==> src/rtl/wbus_if.sv <==
// W-bus bundle between the byte-wide sources, the wide (PC) channel and the arbiter.
// The arbiter side uses the slave modport; the source/load side uses master.
interface wbus_if #(
  parameter int DW    = 8,
  parameter int N_SRC = 9,
  parameter int CW    = 8,
  parameter int SW    = $clog2(N_SRC + 1)
);
  // Handshake: there is no ready/back-pressure. A source is granted in the cycle its
  // src_en is sampled; bus_valid qualifies bus/bus_src/bus_hi for exactly one cycle and
  // every load must take the value in that cycle. wide_req is a one-cycle request that
  // is accepted only while the wide channel is idle and otherwise dropped.
  logic [N_SRC*DW-1:0] src_data;
  logic [N_SRC-1:0]    src_en;
  logic                wide_req;
  logic [2*DW-1:0]     wide_data;
  logic                clr_err;

  logic [DW-1:0]       bus;
  logic                bus_valid;
  logic [SW-1:0]       bus_src;
  logic                bus_hi;
  logic                wide_busy;
  logic                wide_done;
  logic                contention;
  logic [CW-1:0]       cont_cnt;

  modport slave (
    input  src_data, src_en, wide_req, wide_data, clr_err,
    output bus, bus_valid, bus_src, bus_hi, wide_busy, wide_done, contention, cont_cnt
  );

  modport master (
    output src_data, src_en, wide_req, wide_data, clr_err,
    input  bus, bus_valid, bus_src, bus_hi, wide_busy, wide_done, contention, cont_cnt
  );
endinterface

==> src/rtl/wbus_arbiter.sv <==
// Registered W-bus arbiter: highest-index byte source wins, a two-beat FSM carries the
// double-width PC value, and overlapping drivers are flagged and counted.
module wbus_arbiter #(
  parameter int DW    = 8,
  parameter int N_SRC = 9,
  parameter int CW    = 8,
  parameter int SW    = $clog2(N_SRC + 1)
) (
  input  logic       CLK,
  input  logic       CLR,
  wbus_if.slave      wb,
  output logic [1:0] dbg_state
);

  localparam logic [1:0] ST_IDLE = 2'd0;
  localparam logic [1:0] ST_LO   = 2'd1;
  localparam logic [1:0] ST_HI   = 2'd2;

  localparam logic [SW-1:0]    SRC_WIDE = SW'(N_SRC);
  localparam logic [N_SRC-1:0] EN_ONE   = N_SRC'(1);
  localparam logic [CW-1:0]    CNT_MAX  = {CW{1'b1}};
  localparam logic [CW-1:0]    CNT_ONE  = CW'(1);

  logic [1:0]    state;
  logic [DW-1:0] hold_hi;
  logic [DW-1:0] bus_q;
  logic          bus_valid_q;
  logic [SW-1:0] bus_src_q;
  logic          bus_hi_q;
  logic          contention_q;
  logic [CW-1:0] cont_cnt_q;

  logic [SW-1:0] win_idx;
  logic [DW-1:0] win_data;
  logic          any_en;
  logic          multi_en;
  logic          in_wide;
  logic          cont_event;

  // Priority select: later (higher) indices overwrite earlier ones.
  always_comb begin
    win_idx  = '0;
    win_data = '0;
    for (int i = 0; i < N_SRC; i++) begin
      if (wb.src_en[i]) begin
        win_idx  = SW'(i);
        win_data = wb.src_data[i*DW +: DW];
      end
    end
  end

  // Clearing the lowest set bit leaves something only if two or more bits are set.
  assign any_en   = |wb.src_en;
  assign multi_en = |(wb.src_en & (wb.src_en - EN_ONE));
  assign in_wide  = (state == ST_LO) || (state == ST_HI);

  always_comb begin
    cont_event = 1'b0;
    if (in_wide) begin
      cont_event = any_en;
    end else begin
      cont_event = multi_en || (wb.wide_req && any_en);
    end
  end

  // Bus and wide FSM. The low beat is registered straight from wide_data, so only the
  // upper half has to be held for the second beat.
  always_ff @(posedge CLK) begin
    if (CLR) begin
      state       <= ST_IDLE;
      hold_hi     <= '0;
      bus_q       <= '0;
      bus_valid_q <= 1'b0;
      bus_src_q   <= '0;
      bus_hi_q    <= 1'b0;
    end else begin
      case (state)
        ST_IDLE: begin
          if (wb.wide_req) begin
            state       <= ST_LO;
            hold_hi     <= wb.wide_data[2*DW-1:DW];
            bus_q       <= wb.wide_data[DW-1:0];
            bus_valid_q <= 1'b1;
            bus_src_q   <= SRC_WIDE;
            bus_hi_q    <= 1'b0;
          end else if (any_en) begin
            bus_q       <= win_data;
            bus_valid_q <= 1'b1;
            bus_src_q   <= win_idx;
            bus_hi_q    <= 1'b0;
          end else begin
            bus_valid_q <= 1'b0;
          end
        end
        ST_LO: begin
          state       <= ST_HI;
          bus_q       <= hold_hi;
          bus_valid_q <= 1'b1;
          bus_src_q   <= SRC_WIDE;
          bus_hi_q    <= 1'b1;
        end
        ST_HI: begin
          state       <= ST_IDLE;
          bus_valid_q <= 1'b0;
        end
        default: begin
          state       <= ST_IDLE;
          bus_valid_q <= 1'b0;
        end
      endcase
    end
  end

  // Contention tracking; an event in the same cycle as clr_err restarts the count at one.
  always_ff @(posedge CLK) begin
    if (CLR) begin
      contention_q <= 1'b0;
      cont_cnt_q   <= '0;
    end else if (cont_event) begin
      contention_q <= 1'b1;
      if (wb.clr_err) begin
        cont_cnt_q <= CNT_ONE;
      end else if (cont_cnt_q != CNT_MAX) begin
        cont_cnt_q <= cont_cnt_q + CNT_ONE;
      end
    end else if (wb.clr_err) begin
      contention_q <= 1'b0;
      cont_cnt_q   <= '0;
    end
  end

  assign wb.bus        = bus_q;
  assign wb.bus_valid  = bus_valid_q;
  assign wb.bus_src    = bus_src_q;
  assign wb.bus_hi     = bus_hi_q;
  assign wb.wide_busy  = in_wide;
  assign wb.wide_done  = (state == ST_HI);
  assign wb.contention = contention_q;
  assign wb.cont_cnt   = cont_cnt_q;
  assign dbg_state     = state;

endmodule
==> src/flat_wrapper.sv <==
// flat-port wrapper written by rule: the top's interface ports become plain ports
module wbus_arbiter_flat 
#(
  parameter int DW    = 8,
  parameter int N_SRC = 9,
  parameter int CW    = 8,
  parameter int SW    = $clog2(N_SRC + 1)
)
  (CLK, CLR, dbg_state, wb_src_data, wb_src_en, wb_wide_req, wb_wide_data, wb_clr_err, wb_bus, wb_bus_valid, wb_bus_src, wb_bus_hi, wb_wide_busy, wb_wide_done, wb_contention, wb_cont_cnt);
  wbus_if #(.DW(DW), .N_SRC(N_SRC), .CW(CW), .SW(SW)) wb_i ();
  input  logic CLK;
  input  logic CLR;
  output logic [1:0] dbg_state;
  input wire logic [$bits(wb_i.src_data)-1:0] wb_src_data;
  input wire logic [$bits(wb_i.src_en)-1:0] wb_src_en;
  input wire logic [$bits(wb_i.wide_req)-1:0] wb_wide_req;
  input wire logic [$bits(wb_i.wide_data)-1:0] wb_wide_data;
  input wire logic [$bits(wb_i.clr_err)-1:0] wb_clr_err;
  output wire logic [$bits(wb_i.bus)-1:0] wb_bus;
  output wire logic [$bits(wb_i.bus_valid)-1:0] wb_bus_valid;
  output wire logic [$bits(wb_i.bus_src)-1:0] wb_bus_src;
  output wire logic [$bits(wb_i.bus_hi)-1:0] wb_bus_hi;
  output wire logic [$bits(wb_i.wide_busy)-1:0] wb_wide_busy;
  output wire logic [$bits(wb_i.wide_done)-1:0] wb_wide_done;
  output wire logic [$bits(wb_i.contention)-1:0] wb_contention;
  output wire logic [$bits(wb_i.cont_cnt)-1:0] wb_cont_cnt;
  assign wb_i.src_data = wb_src_data;
  assign wb_i.src_en = wb_src_en;
  assign wb_i.wide_req = wb_wide_req;
  assign wb_i.wide_data = wb_wide_data;
  assign wb_i.clr_err = wb_clr_err;
  assign wb_bus = wb_i.bus;
  assign wb_bus_valid = wb_i.bus_valid;
  assign wb_bus_src = wb_i.bus_src;
  assign wb_bus_hi = wb_i.bus_hi;
  assign wb_wide_busy = wb_i.wide_busy;
  assign wb_wide_done = wb_i.wide_done;
  assign wb_contention = wb_i.contention;
  assign wb_cont_cnt = wb_i.cont_cnt;
  wbus_arbiter #(.DW(DW), .N_SRC(N_SRC), .CW(CW), .SW(SW)) u_core (.CLK(CLK), .CLR(CLR), .wb(wb_i), .dbg_state(dbg_state));
endmodule
==> config.mk <==
export PLATFORM = sky130hd
export DESIGN_NAME = wbus_arbiter_flat
export DESIGN_NICKNAME = d
export VERILOG_FILES = /design/src/rtl/wbus_if.sv /design/src/rtl/wbus_arbiter.sv /design/src/flat_wrapper.sv
export SDC_FILE = /design/constraint.sdc
export NUM_CORES = 1
export LEC_CHECK = 0
export ABC_AREA = 1
export BUFFER_PORTS_ARGS = -buffer_cell sky130_fd_sc_hd__buf_4
export CORE_ASPECT_RATIO = 0.7
export CORE_MARGIN = 10
export CORE_UTILIZATION = 35
export DETAILED_ROUTE_END_ITERATION = 10
export PLACE_DENSITY = 0.66
export SLEW_MARGIN = 20
export SYNTH_ARGS = -nofsm -noshare
export SYNTH_HDL_FRONTEND = slang
export SYNTH_SLANG_ARGS = --single-unit
==> constraint.sdc <==
create_clock -name CLK -period 1.88 [get_ports CLK]
set_input_delay 0.094 -clock CLK [delete_from_list [all_inputs] [get_ports CLK]]
set_output_delay 0.094 -clock CLK [all_outputs]
set_load 0.03 [all_outputs]
## Yosys cells after proc, flatten, opt, wreduce, memory -nomap -nowiden

Index checks and enable logic that the tools add are counted.

- Add/sub/neg operators: 2
- Eq/ne operators: 5
- Mux-type cells: 38
- Bitwise logic cells: 1
- Reduce and logical (&&, ||, !) cells: 12

Operator list:

| operator | number |
|---|---|
| two-way mux 8 bit | 15 |
| OR reduction 9 bit | 2 |
| case mux 8 bit (2 select lines) | 1 |
| two-way mux 3 bit | 4 |
| two-way mux 4 bit | 3 |
| bitwise AND 9 bit | 1 |
| subtractor 9 x 1 -> 9 bit, second input constant | 1 |
| adder 8 x 1 -> 8 bit, second input constant | 1 |
| two-way mux 1 bit | 8 |
| != test 8 bit, second input constant | 1 |
| case mux 4 bit (2 select lines) | 1 |
| two-way mux 2 bit | 3 |
| AND reduction 2 bit | 3 |
| nonzero test 2 bit | 3 |
| case mux 1 bit (2 select lines) | 2 |
| case mux 2 bit (2 select lines) | 1 |
| != test 3 x 2 -> 1 bit, second input constant | 1 |
| equality test 2 x 1 -> 1 bit, second input constant | 1 |
| equality test 2 bit, second input constant | 1 |
| logical NOT 2 bit | 1 |
| logical OR 1 bit | 2 |
| != test 2 bit, second input constant | 1 |
| logical AND 1 bit | 1 |

- Flip-flop bits (word level): 33
- Word-level logic and storage cells: 66

## Depth between registers and ports, before layout

- Word-level depth: 12
- Mapped depth: 13

## Worst setup path after synthesis

OpenSTA, ideal clock, no wires.

- Kind: register to register
- Start point: register u_core.state[0] (netlist: u_core.dbg_state[0])
- End point: register u_core.cont_cnt_q[5] (netlist: u_core.wb.cont_cnt[5])
- Arrival time: 1.665 ns
- Slack: 0.103 ns
- Stages on the path, launching flop included: 9
- Buffers on the path: 0
- Clock period less this slack: 1.777 ns
- Cells stage by stage: dfxtp_1 -> inv_1 -> ha_1 -> o22ai_4 -> nand2_2 -> inv_2 -> nor2_1 -> nor2_1 -> nor2_1

- Longest elaborated chain between the ends: 5

Ends and longest elaborated chain:

| what | line | RTL |
|---|---|---|
| start, declared | wbus_arbiter.sv:24 | `logic [1:0] state;` |
| start signal, assigned | wbus_arbiter.sv:70 | `state <= ST_IDLE;` |
| start signal, assigned | wbus_arbiter.sv:80 | `state <= ST_LO;` |
| start signal, assigned | wbus_arbiter.sv:96 | `state <= ST_HI;` |
| equality test 2 x 1 -> 1 bit or equality test 2 bit (tied branches) | wbus_arbiter.sv:55 | `assign in_wide = (state == ST_LO) \|\| (state == ST_HI);` |
| logical OR 1 bit (*) | wbus_arbiter.sv:55 |  |
| net wb_wide_busy | flat_wrapper.sv:23 | `output wire logic [$bits(wb_i.wide_busy)-1:0] wb_wide_busy;` |
| two-way mux 1 bit (*) | wbus_arbiter.sv:59 | `if (in_wide) begin` |
| nonzero test 2 bit (no line) | - |  |
| AND reduction 2 bit (no line) | - |  |
| end signal, assigned | wbus_arbiter.sv:124 | `cont_cnt_q <= cont_cnt_q + CNT_ONE;` |
| end, declared | wbus_arbiter.sv:31 | `logic [CW-1:0] cont_cnt_q;` |

The timed path passes the listed nets; every way through them passes the cells marked *.
A chain may end at the register's enable or synchronous reset.

## Worst setup path in the final report

- Start point: register u_core.state[0] (netlist: u_core.dbg_state[0])
- End point: register u_core.bus_src_q[2] (netlist: u_core.wb.bus_src[2])

- Longest elaborated chain between the ends: 3

Ends and longest elaborated chain:

| what | line | RTL |
|---|---|---|
| logical NOT 2 bit or equality test 2 x 1 -> 1 bit (tied branches) | wbus_arbiter.sv:77 | `case (state)` |
| != test 3 x 2 -> 1 bit (no line) or nonzero test 2 bit (tied branches) | - |  |
| AND reduction 2 bit (no line) | - |  |
| end signal, assigned | wbus_arbiter.sv:89 | `bus_src_q <= win_idx;` |
| end, declared | wbus_arbiter.sv:28 | `logic [SW-1:0] bus_src_q;` |

Several ways; a longest one is shown, not always the timed one.

==> impl_metrics.env <==
export IMPL_worstSetupPathType="flop to flop"
export IMPL_cts_tree="done"
export IMPL_synth_enable_flop_cells=0
export IMPL_max_slew_margin_rel_pct=56.7
export IMPL_drt_iter0_markers=136
export IMPL_reg2reg_slack_ns=0.23
export IMPL_pwr_share_comb_pct=38.7
export IMPL_maxCapViolations=0
export IMPL_grt_usage_pct=17.2
export IMPL_whs_ns=0.0584
export IMPL_fmax_mhz=604
export IMPL_fin_crit_ns=1.65
export IMPL_p_sw_share_pct=36.0
export IMPL_drv_slew=0
export IMPL_synth_area_leaders="dfxtp_1 29%, nand2_1 12%, nand3_1 9.0%"
export IMPL_syn_nets=456
export IMPL_port_buffers=127
export IMPL_slowest_stage="dfxtp_1"
export IMPL_hold_path_end="u_core.wb.cont_cnt[2]"
export IMPL_syn_to_final_growth_pct=49.1
export IMPL_cp_arrival_ns=1.88
export IMPL_postCtsSetupRepairBufs=0
export IMPL_hpwl_um=7590
export IMPL_synth_top_family_by_area="simple AND/OR/NAND/NOR gates"
export IMPL_routabilityCongestion=0.919
export IMPL_setup_worst_path_end_class="flop"
export IMPL_cp_cell_sequence="inv_1 -> ha_1 -> inv_1 -> nor2_1 -> nand3_1 -> nand2_2 -> nor3_1 -> a22oi_1 -> nor2_1"
export IMPL_synth_xor_xnor_area_share_pct=0.385
export IMPL_cts_htree_levels=2
export IMPL_p_clk_share_pct=23.7
export IMPL_synthArstFlopShare_pct=0
export IMPL_overflow=0
export IMPL_remaining_drc_errors=0
export IMPL_syn_area_per_cell_um2=6.48
export IMPL_grt_pass1_wl_um=14100
export IMPL_yosysUniqueCellTypes=34
export IMPL_hold_depth=2
export IMPL_layout_commonest_cell="buf_4"
export IMPL_synthMuxAreaShare_pct=0
export IMPL_internal_power_uw=1400
export IMPL_synth_top_area_share_pct=29.0
export IMPL_ctsHoldBuffers=0
export IMPL_cts_clk_slew_worst_paths_ns=0.07
export IMPL_cts_resized=0
export IMPL_io_pins=128
export IMPL_grt_max_degree=24
export IMPL_r2r_cells=9
export IMPL_worstPathRequired_ns=2.11
export IMPL_path_max_fanout=6
export IMPL_antenna_found_initial=0
export IMPL_clkSinkCount=33
export IMPL_timing_rr_end="u_core.wb.bus_src[2]"
export IMPL_finClkSkew_ns=0.00398
export IMPL_dr_pass1_iters=4
export IMPL_synth_adder_area_share_pct=2.20
export IMPL_drive_gt1_share_pct=33.6
export IMPL_p_leak_uw=0.00163
export IMPL_status="complete, no violations"
export IMPL_fin_setup_tns_ns=0
export IMPL_power_density_nw_per_um2=644
export IMPL_vias=2905
export IMPL_fill_cells=636
export IMPL_grt_pass1_vias=2837
export IMPL_start_util_pct=36.3
export IMPL_clock_latency_ns=0.28
export IMPL_coreArea_um2=6280
export IMPL_hp_class="primary input to flop"
export IMPL_clock_root_buffer="clkbuf_8"
export IMPL_design_area_um2=3390
export IMPL_hold_start="CLR"
export IMPL_peakVddDrop_uv=382
export IMPL_clock_path_buffers=2
export IMPL_viasPerCell=5.22
export IMPL_wl_per_cell_um=16.1
export IMPL_diodes=0
export IMPL_setup_violations=0
export IMPL_yosys_area_top_type="dfxtp_1"
export IMPL_cts_made_buffers=5
export IMPL_fin_crit_sh_pct=88.0
export IMPL_die_y_um=87.5
export IMPL_tightest_slew_ns=0.649
export IMPL_startpoint_type="flop"
export IMPL_p_sw_uw=787
export IMPL_slowest_delay_ns=0.36
export IMPL_synth_compound_area_share_pct=21.9
export IMPL_layout_common_cells="133 x buf_4, 74 x nand2_1, 44 x nor2_1, 41 x nand3_1, 33 x dfxtp_1"
export IMPL_rows=24
export IMPL_synthSimpleGateAreaFrac_pct=38.5
export IMPL_crit_buf_inv=2
export IMPL_final_antenna_net_count=0
export IMPL_ys_ff_latch=33
export IMPL_ys_flop_type="dfxtp_1"
export IMPL_pwr_share_seq_pct=37.6
export IMPL_ys_warn_count=0
export IMPL_r2r_start="u_core.dbg_state[0]"
export IMPL_hold_viol_final=0
export IMPL_synth_cell_area_um2=2280
export IMPL_cp_top_family="simple AND/OR/NAND/NOR gates"
export IMPL_ys_seq_area_share_pct=29.0
export IMPL_rsz0062_at_grt="no"
export IMPL_fp_dieArea_um2=10200
export IMPL_drt_wl_total_um=8960
export IMPL_fin_nets=583
export IMPL_syn_inst=351
export IMPL_die_w_um=116
export IMPL_post_dp_cell_area_um2=3310
stage by stage:
stage	total power (µW)	util, %	instances	setup WS (ns)
final	2190	54.1	557	0.225
after floorplan	1300	-	351	0.103
after global placement	1670	52.7	549	0.183
after global routing	2310	54.1	557	0.0462
after CTS	2190	53.9	557	0.116
after detailed placement	1680	52.7	549	0.148
cells by family after synthesis:
family                   after synthesis
AO/OA/AOI/OAI                         78
buffers and inverters                 44
AND/OR/NAND/NOR                      191
XOR/XNOR                               1
adder cells (fa/ha/maj)                4
flip-flops                            33
registers in the layout, indices dropped and copies added (netlist names):
register	count
u_core.wb.bus_valid	1
u_core.wb.bus	8
u_core.dbg_state	2
u_core.hold_hi	8
u_core.wb.bus_hi	1
u_core.wb.cont_cnt	8
u_core.wb.contention	1
u_core.wb.bus_src	4
worst register-to-register path, stage by stage (launching register included):
cell and delay [ns]:
dfxtp_1 0.36, inv_1 0.10, ha_1 0.23, inv_1 0.09, nor2_1 0.06, nand3_1 0.12, nand2_2 0.12, nor3_1 0.30
a22oi_1 0.11, nor2_1 0.10
worst max-delay path by stage:
stage                     slack (ns)               endpoint           startpoint  cells after the start
after global routing            0.05   u_core.wb.bus_src[2]  u_core.dbg_state[0]                      9
final                           0.23   u_core.wb.bus_src[2]  u_core.dbg_state[0]                      9
after detailed placement        0.15       u_core.wb.bus[2]  u_core.dbg_state[0]                      9
after global placement          0.18       u_core.wb.bus[4]  u_core.dbg_state[0]                      9
after floorplan                 0.10  u_core.wb.cont_cnt[5]  u_core.dbg_state[0]                      8
after CTS                       0.12       u_core.wb.bus[3]  u_core.dbg_state[1]                      9
metal layers:
metal | vias to the layer above | track usage [%] | part of all wire [%]
met2 | 129 | 26.4 | 44
met5 | - | 0 | 0
li1 | 1458 | - | -
met1 | 1310 | 22.3 | 45
met3 | 8 | 6.89 | 11
met4 | 0 | 2.94 | 0.89
layout make-up:
type | instances | area (µm²) | area share [%]
clock buffers | 8 | 80.1 | 2.36
inverters | 31 | 116 | 3.43
multi-input cells | 274 | 1440 | 42.4
flip-flops and latches | 33 | 661 | 19.5
well taps | 78 | 97.6 | 2.88
repair buffers | 133 | 998 | 29.4
power by group through the flow:
stage	Clock [µW]	Sequential, µW	Combinational (µW)
after global placement	0	836	833
after floorplan	0	937	363
after detailed placement	0	835	842
after global routing	554	828	931
final	517	822	847
after CTS	527	821	845
cells in the mapped netlist, types with 5 or more instances:
cell type,n
a221oi_1,7
dfxtp_1,33
nor2_2,5
nand3_1,41
o221ai_1,7
buf_2,5
o211ai_1,8
nor3_1,8
a21oi_1,26
nand2_1,75
inv_1,29
nor2_1,44
o21ai_0,20
Power figures use the tool's default switching activity.
